===== config.mk =====
export PLATFORM = sky130hd
export DESIGN_NAME = pc_seq
export DESIGN_NICKNAME = d
export VERILOG_FILES = /design/src/rtl/pc_seq.sv
export SDC_FILE = /design/constraint.sdc
export NUM_CORES = 1
export LEC_CHECK = 0
export ABC_CLOCK_PERIOD_IN_PS = 1940
export CAP_MARGIN = 40
export CORE_MARGIN = 2
export CORE_UTILIZATION = 35
export DETAILED_ROUTE_END_ITERATION = 12
export PLACE_DENSITY = 0.79
export SLEW_MARGIN = 20
export SYNTH_ARGS = -nofsm -noshare
export SYNTH_HDL_FRONTEND = slang
export SYNTH_SLANG_ARGS = --single-unit

===== constraint.sdc =====
create_clock -name clock -period 1.94 [get_ports clock]
set_input_delay 0.388 -clock clock [delete_from_list [all_inputs] [get_ports clock]]
set_output_delay 0.388 -clock clock [all_outputs]
set_load 0.02 [all_outputs]

===== src/rtl/pc_seq.sv =====
// pc_seq: program-counter sequencer with fetch strobe and a one-cycle
// decode pipeline stage. Supports absolute jumps, signed relative branches
// and stall. The call/return address stack is built only when the
// PC_STACK_EN macro is defined. Without it, call acts as load, ret acts as
// a plain increment, and sp/overflow/underflow are tied to zero.
module pc_seq #(
  parameter int                 WIDTH    = 5,
  parameter int                 DEPTH    = 4,
  parameter logic [WIDTH-1:0]   RESET_PC = '0,
  localparam int                SPW      = $clog2(DEPTH + 1)
) (
  input  logic             clock,
  input  logic             reset,
  input  logic             stall,
  input  logic             load,
  input  logic [WIDTH-1:0] load_addr,
  input  logic             branch,
  input  logic [WIDTH-1:0] offset,
  input  logic             call,
  input  logic             ret,
  output logic [WIDTH-1:0] pc,
  output logic             rmem,
  output logic [WIDTH-1:0] pc_q,
  output logic             rmem_q,
  output logic [SPW-1:0]   sp,
  output logic             overflow,
  output logic             underflow
);

  logic [WIDTH-1:0] pc_inc;
  logic [WIDTH-1:0] pc_nxt;

`ifdef PC_STACK_EN
  localparam int IW = (DEPTH > 1) ? $clog2(DEPTH) : 1;

  logic [WIDTH-1:0] stack [DEPTH];
  logic [IW-1:0]    push_idx;
  logic [IW-1:0]    pop_idx;
  logic             do_push;
  logic             do_pop;
  logic             ovf_set;
  logic             unf_set;

  assign push_idx = IW'(sp);
  assign pop_idx  = IW'(sp - SPW'(1));
`endif

  // Next-PC selection and stack control, resolved by strict priority.
  // NOTE: every output of this block gets a default first, so no path
  // leaves a signal unassigned and no latch is inferred.
  always_comb begin
    pc_inc = pc + WIDTH'(1);
    pc_nxt = pc_inc;
`ifdef PC_STACK_EN
    do_push = 1'b0;
    do_pop  = 1'b0;
    ovf_set = 1'b0;
    unf_set = 1'b0;
`endif
    if (stall) begin
      pc_nxt = pc;
    end else if (ret) begin
`ifdef PC_STACK_EN
      if (sp != '0) begin
        pc_nxt = stack[pop_idx];
        do_pop = 1'b1;
      end else begin
        unf_set = 1'b1;
      end
`endif
    end else if (call) begin
      pc_nxt = load_addr;
`ifdef PC_STACK_EN
      if (sp != SPW'(DEPTH)) do_push = 1'b1;
      else                   ovf_set = 1'b1;
`endif
    end else if (load) begin
      pc_nxt = load_addr;
    end else if (branch) begin
      pc_nxt = pc + offset;
    end
  end

  // PC, strobe and the decode pipeline stage.
  // NOTE: sequential state uses non-blocking assignments so every register
  // samples the pre-edge value of the others (pc_q gets the old pc).
  always_ff @(posedge clock or negedge reset) begin
    if (!reset) begin
      pc     <= RESET_PC;
      rmem   <= 1'b0;
      pc_q   <= '0;
      rmem_q <= 1'b0;
    end else begin
      pc     <= pc_nxt;
      rmem   <= !stall;
      pc_q   <= pc;
      rmem_q <= rmem;
    end
  end

`ifdef PC_STACK_EN
  // Stack pointer and sticky error flags.
  always_ff @(posedge clock or negedge reset) begin
    if (!reset) begin
      sp        <= '0;
      overflow  <= 1'b0;
      underflow <= 1'b0;
    end else begin
      if (do_pop)       sp <= sp - SPW'(1);
      else if (do_push) sp <= sp + SPW'(1);
      if (ovf_set) overflow  <= 1'b1;
      if (unf_set) underflow <= 1'b1;
    end
  end

  // Return-address storage; the wrapped pc+1 is pushed.
  // NOTE: storage is deliberately not reset; only entries below sp are ever
  // read, so clearing it would cost reset fan-out for no behaviour.
  always_ff @(posedge clock) begin
    if (do_push) stack[push_idx] <= pc_inc;
  end
`else
  assign sp        = '0;
  assign overflow  = 1'b0;
  assign underflow = 1'b0;
`endif

endmodule


==> flow_metrics.tcl, run 1 <==
set metrics [dict create \
    async_reset_ff_frac 1.00 \
    port_buffers 28 \
    ant_nets 0 \
    cp-start-kind "input port" \
    syn2layout_area_growth_pct 50.3 \
    stdcell_count 141 \
    busiest_layer "met2" \
    fin_skew_ns 0.00279 \
    fillers 165 \
    post-route-period-util 0.931 \
    dr_total_vias 685 \
    clock_sinks 12 \
    drive_gt1_frac 0.158 \
    dp.cells 138 \
    drv_cap 0 \
    grt_use_total 0.134 \
    first_pass_iters 4 \
    gr-usage-met1 0.172 \
    yosysTopAreaCell "dfrtp_1" \
    critPathMaxFanout 2 \
    setup_viol 0 \
    synth.ff_latch_count 12 \
    nNetsFinal 139 \
    crit_chain "clkdlybuf4s50_1 > ha_1 > a21o_1 > a21oi_1 > xnor2_1 > a21oi_1 > a211oi_2" \
    place_area_sq_mm 0.00108 \
    r2r-start "pc[0]" \
    rsz0062_at_grt "false" \
    drt_iter0_drc 14 \
    critPathRequiredTime_ns 2.12 \
    irDropWorstVdd_mv 0.382 \
    crit_family "compound AO/OA/AOI/OAI gates" \
    die_h_microns 50.0 \
    cts_tree "built" \
    leakage_uw 0.000482 \
    avgRoutedWirePerCell_microns 10.9 \
    final_max_slew_viol_count 0 \
    die_area_sq_mm 0.00250 \
    path_common_cell "a21oi_1" \
    pwr_density_cell_mw_per_mm2 824 \
    grtUsageMet2 0.224 \
    period_needed_ns 1.81 \
    grt_pass1_wl_microns 2590 \
    antenna_found_initial 0 \
    crit_path_max_incr_delay_ns 0.43 \
    max_freq_mhz 554 \
    wl_microns 1540 \
    fin_tns_setup_ns 0 \
    grt_pass1_vias 621 \
    drc_errors 0 \
    crit_path_start "offset[1]" \
    critPathSlowestCell "clkdlybuf4s50_1" \
    final_area_sq_mm 0.00111 \
    die_x_microns 50.0 \
    ys.flop_type "dfrtp_1" \
    yosys_warnings 0 \
    cts_max_path_buffers 2 \
    holdCritStartpoint "rmem" \
    routed_via_density 4.86 \
    path_class "in2reg" \
    cts_made_buffers 3 \
    post_cts_buffers 0 \
    cts_htree_levels 1 \
    grt_start_max_net_pins 13 \
    initial_utilization 0.373 \
    outcome "complete, no violations" \
    core_area_sq_mm 0.00198 \
    crit_arrival_ns 1.98 \
    place_congestion 0.832 \
    met3_usage 0.0182 \
    cp_num_buf_inv 1 \
    core.rowCount 16 \
    hpwl_microns 1300 \
    finalHoldViolations 0 \
    root_buffer "clkbuf_4" \
    clkTransAtPathRegs_ns 0.06 \
    synth_cells 78 \
    yosysSeqAreaShare 0.406 \
    io_pins 34 \
    yosysMostFrequentCell "dfrtp_1" \
    yosysTopAreaCellShare 0.406 \
    insertion_delay_ns 0.26 \
    hp-class "reg2reg" \
    ys_types 31 \
    avgSynthCellArea_sq_um 9.48 \
    grt-ovfl-total 0 \
    endpoint_kind "register" \
    synth-edff-count 0 \
    synthTopCellsByArea "dfrtp_1 (41%), ha_1 (8.5%), a21oi_1 (5.4%)" \
    ys_top_cells_by_count "dfrtp_1 (12), a21oi_1 (8), nor2_1 (7), o21ai_0 (7)" \
    diodes 0 \
    netlist_area_sq_um 739 \
]
through the flow:
stage | worst slack (ns) | power, uW | hold slack [ns] | utilization
final | 0.134 | 915 | 0.376 | 0.561
after floorplan | 0.102 | 576 | 0.0924 | -
after global routing | 0.0438 | 978 | 0.395 | 0.561
after CTS | 0.0142 | 912 | 0.381 | 0.554
after global placement | -0.230 | 762 | 0.359 | 0.543
after detailed placement | -0.275 | 771 | 0.366 | 0.543
worst reg2reg max path: stages, from the launching register on:
cell and delay [ns]:
dfrtp_1 0.36, ha_2 0.19, inv_2 0.04, fa_2 0.35, nor2b_1 0.11, o21ai_1 0.09
nor3b_2 0.16, o21ai_1 0.14, a31oi_1 0.09
cells in the final DEF (no fill, tap or decap), types with 3 or more instances in the layout:
cell type | Yosys | routed
dfrtp_1 | 12 | 12
nor2_1 | 7 | 7
ha_1 | 5 | 4
clkdlybuf4s50_1 | 0 | 27
clkbuf_4 | 0 | 3
buf_4 | 5 | 6
inv_1 | 4 | 3
o21ai_0 | 7 | 5
conb_1 | 1 | 5
a21oi_1 | 8 | 8
timing repair:
action | in CTS | in global routing
pin swaps | 0 | 5
hold buffers | 0 | 0
endpoints found under the setup margin | 1 | 2
gates resized for setup | 1 | 7
area by class of cell:
type                    instances  area (sq um)  share of cell area
clock buffers                   3          22.5              0.0203
inverters                       5          18.8              0.0169
multi-input cells              60           408               0.367
flip-flops and latches         12           300               0.270
well taps                      27          33.8              0.0304
repair buffers                 34           328               0.295
power breakdown:
| group | switching (uW) | internal [uW] |
|---|---|---|
| combinational | 213 | 224 |
| clock | 68.1 | 71.5 |
| sequential | 41.7 | 296 |
| total | 323 | 592 |
flip-flops by register name, summed over array words and instances, names as in the netlist:
name and count:
rmem_q 1, rmem 1, pc 5, pc_q 5
cell families after synthesis:
| group | synth area share |
|---|---|
| fa+ha+maj | 0.112 |
| xor+xnor | 0.0474 |
| buf+inv | 0.0761 |
| simple gates | 0.139 |
| compound gates | 0.215 |
| other cells | 0.00507 |
| flops | 0.406 |
final timing paths:
path	endpoint	slack, ns	cells after the start
max	pc[3]	0.13	7
min	rmem_q	0.38	0
max reg2reg	pc[4]	0.27	8
min reg2reg	rmem_q	0.38	0
max in group asynchronous	pc_q[4]	1.15	1
min in group asynchronous	pc_q[1]	0.46	1
layer usage:
| metal | wire (microns) | vias to the layer above |
|---|---|---|
| li1 | - | 340 |
| met2 | 755 | 30 |
| met3 | 97 | 4 |
| met5 | 0 | - |
| met1 | 664 | 311 |
| met4 | 23 | 0 |
(Power assumes the default switching activity.)
==> run 2, diff against run 1 <==
HOLD_SLACK_MARGIN = 0.1   (was not set)
PLACE_DENSITY = 0.81   (was 0.79)
==> run 2 against run 1 <==
Against the previous run:
- sequential cell count did not move
- setup slack got worse by 0.0034 ns
- routed wire length grew 3.9%
- cell count up 0.71%
- critical path type unchanged
- largest power group unchanged
- critical endpoint is now pc[4]
- worst hold slack better by 0.0024 ns
- critical path depth rose by 1
- power rose by 2.0%
- fmax shrank 0.19%
- clock power about the same
==> flow_metrics.tcl, run 2 (synthesis results as in run 1) <==
set metrics [dict create \
    routed_via_density 4.92 \
    tightestPinTransition_ns 0.505 \
    reg_top3 "pc: 5 flops, pc_q: 5 flops" \
    fin_tns_setup_ns 0 \
    setup_viol 0 \
    port_buffers 28 \
    clock_sinks 12 \
    min_path_cells 0 \
    die_h_microns 50.0 \
    clkTransAtPathRegs_ns 0.06 \
    grt_pass1_vias 653 \
    diodes 0 \
    critPathMaxFanout 2 \
    post-route-period-util 0.933 \
    wl_microns 1600 \
    cp-start-kind "input port" \
    drive_gt1_frac 0.183 \
    dr_total_vias 698 \
    antenna_found_initial 0 \
    drc_errors 0 \
    irDropWorstVdd_mv 0.351 \
    grt-ovfl-total 0 \
    place_congestion 0.858 \
    io_pins 34 \
    cts_made_buffers 3 \
    period_needed_ns 1.81 \
    leakage_uw 0.000489 \
    avgRoutedWirePerCell_microns 11.3 \
    pwr_density_cell_mw_per_mm2 830 \
    core.rowCount 16 \
    final_max_slew_viol_count 0 \
    dp.cells 138 \
    grt_use_total 0.150 \
    ant_nets 0 \
    rr_worst_depth 8 \
    crit_arrival_ns 1.95 \
    final_area_sq_mm 0.00112 \
    cts_htree_levels 1 \
    finalHoldViolations 0 \
    hpwl_microns 1310 \
    die_area_sq_mm 0.00250 \
    cts_max_path_buffers 2 \
    outcome "complete, no violations" \
    core_area_sq_mm 0.00198 \
    insertion_delay_ns 0.27 \
    max_freq_mhz 553 \
    path_class "in2reg" \
    fin_skew_ns 0.00232 \
    relSlewSlack 0.662 \
    grt_start_max_net_pins 13 \
    nNetsFinal 140 \
    first_pass_iters 4 \
    initial_utilization 0.373 \
    final_core_util 0.568 \
    drv_cap 0 \
    grt_pass1_wl_microns 2840 \
    root_buffer "clkbuf_4" \
    syn2layout_area_growth_pct 52.1 \
    final_common_cell "clkdlybuf4s50_1" \
    place_area_sq_mm 0.00108 \
    die_x_microns 50.0 \
    stdcell_count 142 \
    endpoint_kind "register" \
    rsz0062_at_grt "false" \
    critPathRequiredTime_ns 2.08 \
    drt_iter0_drc 6 \
    cts_tree "built" \
    hp-class "reg2reg" \
    layout_common_cells "clkdlybuf4s50_1 (27), dfrtp_1 (12), a21oi_1 (8), nor2_1 (7), buf_4 (7)" \
]
## run 2: through the flow
step | total power [uW] | setup WS [ns] | hold WS, ns
6_report | 934 | 0.130 | 0.379
5_1_grt | 1010 | 0.0193 | 0.397
3_3_place_gp | 762 | -0.228 | 0.358
2_1_floorplan | 576 | 0.102 | 0.0924
3_5_place_dp | 773 | -0.307 | 0.368
4_1_cts | 921 | 0.0259 | 0.383
## run 2: cell type report
cell class / instances / area [sq um]
Timing Repair Buffer: 35 / 335
Tap cell: 27 / 33.8
Multi-Input combinational cell: 60 / 414
Clock buffer: 3 / 22.5
Inverter: 5 / 18.8
Sequential cell: 12 / 300
Fill cell: 176 / 857
## run 2: worst paths after layout
kind,from,end,slack [ns]
worst max-delay path,offset[1],pc[4],0.13
worst min-delay path,rmem,rmem_q,0.38
worst max register to register,pc[0],pc[4],0.25
worst min register to register,rmem,rmem_q,0.38
max in group asynchronous,reset,pc[4],1.15
min in group asynchronous,reset,pc_q[1],0.46
## run 2: where the power goes
| group | internal [uW] | total (uW) | switching (uW) | leakage [uW] |
|---|---|---|---|---|
| Sequential | 296 | 338 | 42.1 | 0.000141 |
| Combinational | 232 | 452 | 220 | 0.000334 |
| Clock | 71.8 | 143 | 71.7 | 0.0000138 |
## run 2: routing by layer
layer  up-vias  global-route usage  share of wire
met2        32               0.251           0.49
met5         -                   0              0
met3         4              0.0242          0.065
li1        346                   -              -
met1       316               0.183           0.42
met4         0              0.0833          0.024
## run 2: worst max-delay path: stages
cell and delay [ns]:
clkdlybuf4s50_1 0.49, inv_1 0.07, fa_2 0.40, nor2b_2 0.15, o21ai_2 0.08, nor3b_2 0.15, o21ai_1 0.13, a31oi_1 0.10
## run 2: what timing repair did
item                                    4_1_cts  5_1_grt
hold buffers                                  0        0
resized for setup                             1        9
endpoints found under the setup margin        1        1
pin swaps                                     1        6
hold endpoints to repair                      0        0
setup buffers                                 0        1
==> run 3, diff against run 2 <==
SKIP_CTS_REPAIR_TIMING = 1   (was not set)
==> run 3 against run 2 <==
Against the previous run:
- utilization stayed put
- critical endpoint unchanged
- fmax is 0.21% higher
- clock-buffer cell count stayed put
- first-iteration DRC count stayed put
- global-route usage hardly changed
- largest power group unchanged
- setup slack better by 0.0038 ns
- power hardly changed
==> flow_metrics.tcl, run 3 (synthesis results as in run 1) <==
set metrics [dict create \
    rr_worst_depth 8 \
    m1WireLength_microns 667 \
    cts_made_buffers 3 \
    irDropWorstVdd_mv 0.351 \
    avgRoutedWirePerCell_microns 11.2 \
    holdWs_ns 0.379 \
    routed_via_density 4.91 \
    tightestPinTransition_ns 0.505 \
    period_needed_ns 1.81 \
    cts_max_path_buffers 2 \
    core.rowCount 16 \
    drt_iter0_drc 6 \
    wl_met2_microns 784 \
    setup_viol 0 \
    fillers 176 \
    power.switching_uw 334 \
    path_class "in2reg" \
    endpoint_kind "register" \
    fin_tns_setup_ns 0 \
    die_area_sq_mm 0.00250 \
    fin_skew_ns 0.00232 \
    p_seq_frac 0.362 \
    highest_layer "met4" \
    grt_use_total 0.150 \
    max_freq_mhz 554 \
    ant_nets 0 \
    r2r-start "pc[0]" \
    outcome "complete, no violations" \
    switching_share 0.357 \
    leakage_uw 0.000489 \
    rsz0062_at_grt "false" \
    pwr_density_cell_mw_per_mm2 830 \
    post-route-period-util 0.931 \
    reg2reg_slack_ns 0.25 \
    hpwl_microns 1310 \
    drc_errors 0 \
    wl_met3_microns 104 \
    crit_arrival_ns 1.94 \
    cts_tree "built" \
    dr_total_vias 697 \
    clkTransAtPathRegs_ns 0.06 \
    critPathMaxFanout 2 \
    drive_gt1_frac 0.183 \
    grt-ovfl-total 0 \
    final_common_cell "clkdlybuf4s50_1" \
    final_max_slew_viol_count 0 \
    antenna_found_initial 0 \
    hp-class "reg2reg" \
    core_area_sq_mm 0.00198 \
    relSlewSlack 0.662 \
    grt_pass1_wl_microns 2840 \
    die_x_microns 50.0 \
    combinationalPowerShare 0.484 \
    layout_common_cells "clkdlybuf4s50_1 (27), dfrtp_1 (12), a21oi_1 (8), nor2_1 (7), buf_4 (7)" \
    syn2layout_area_growth_pct 52.1 \
    finalHoldViolations 0 \
    multiInputGateArea_sq_um 414 \
    clock_sinks 12 \
    critPathRequiredTime_ns 2.08 \
    p_int_uw 600 \
    cts_htree_levels 1 \
    place_congestion 0.858 \
    root_buffer "clkbuf_4" \
    die_h_microns 50.0 \
    grt_pass1_vias 653 \
    io_pins 34 \
    diodes 0 \
    drv_cap 0 \
    holdCritStartpoint "rmem" \
    port_buffers 28 \
    whs_endpoint "rmem_q" \
    grt_start_max_net_pins 13 \
    min_path_cells 0 \
    clockPowerShare 0.154 \
    initial_utilization 0.373 \
    first_pass_iters 4 \
    nNetsFinal 140 \
    reg_top3 "pc: 5 flops, pc_q: 5 flops" \
    seq_area_sq_um 300 \
    r2r_end "pc[4]" \
    cp-start-kind "input port" \
    fin_total_pwr_uw 934 \
    wl_microns 1600 \
    insertion_delay_ns 0.27 \
]
[run 3: cell counts in the layout (fill, tap and decap cells not counted)]
Identical to the previous run, type by type.
[run 3: layer usage]
metal,up-vias,global-route usage
li1,346,-
met1,315,0.183
met2,32,0.251
met3,4,0.0242
met4,0,0.0833
met5,-,0
[run 3: stage by stage]
step | cells | utilization | setup slack, ns | area, sq um
after global routing | 142 | 0.568 | 0.0225 | 1120
after detailed placement | 138 | 0.543 | -0.307 | 1080
after global placement | 138 | 0.543 | -0.228 | 1080
after CTS | 141 | 0.554 | -0.0328 | 1100
final | 142 | 0.568 | 0.134 | 1120
after floorplan | 82 | - | 0.102 | 754
[run 3: how the worst max path moves through the flow]
stage	startpoint	end	slack, ns
2_1_floorplan	pc[0]	pc[4]	0.10
3_3_place_gp	offset[0]	pc[4]	-0.23
3_5_place_dp	offset[0]	pc[4]	-0.31
4_1_cts	offset[0]	pc[4]	-0.03
5_1_grt	offset[1]	pc[4]	0.02
6_report	offset[1]	pc[4]	0.13
[run 3: power groups by stage]
stage | Sequential, uW | Clock, uW | Combinational, uW
detailed placement | 343 | 0 | 430
CTS | 338 | 149 | 432
global placement | 342 | 0 | 420
global route | 349 | 166 | 491
finish | 338 | 143 | 452
floorplan | 403 | 0 | 173
[run 3: cell type report]
type / instances / area share
clock buffer: 3 / 0.0200
inverter: 5 / 0.0167
multi-input combinational: 60 / 0.368
sequential: 12 / 0.267
tap: 27 / 0.0300
timing repair buffer: 35 / 0.298
[run 3: critical path: stages]
cell             delay [ns]
clkdlybuf4s50_1        0.49
inv_1                  0.07
fa_2                   0.40
nor2b_2                0.15
o21ai_2                0.08
nor3b_2                0.15
o21ai_1                0.13
a31oi_1                0.10
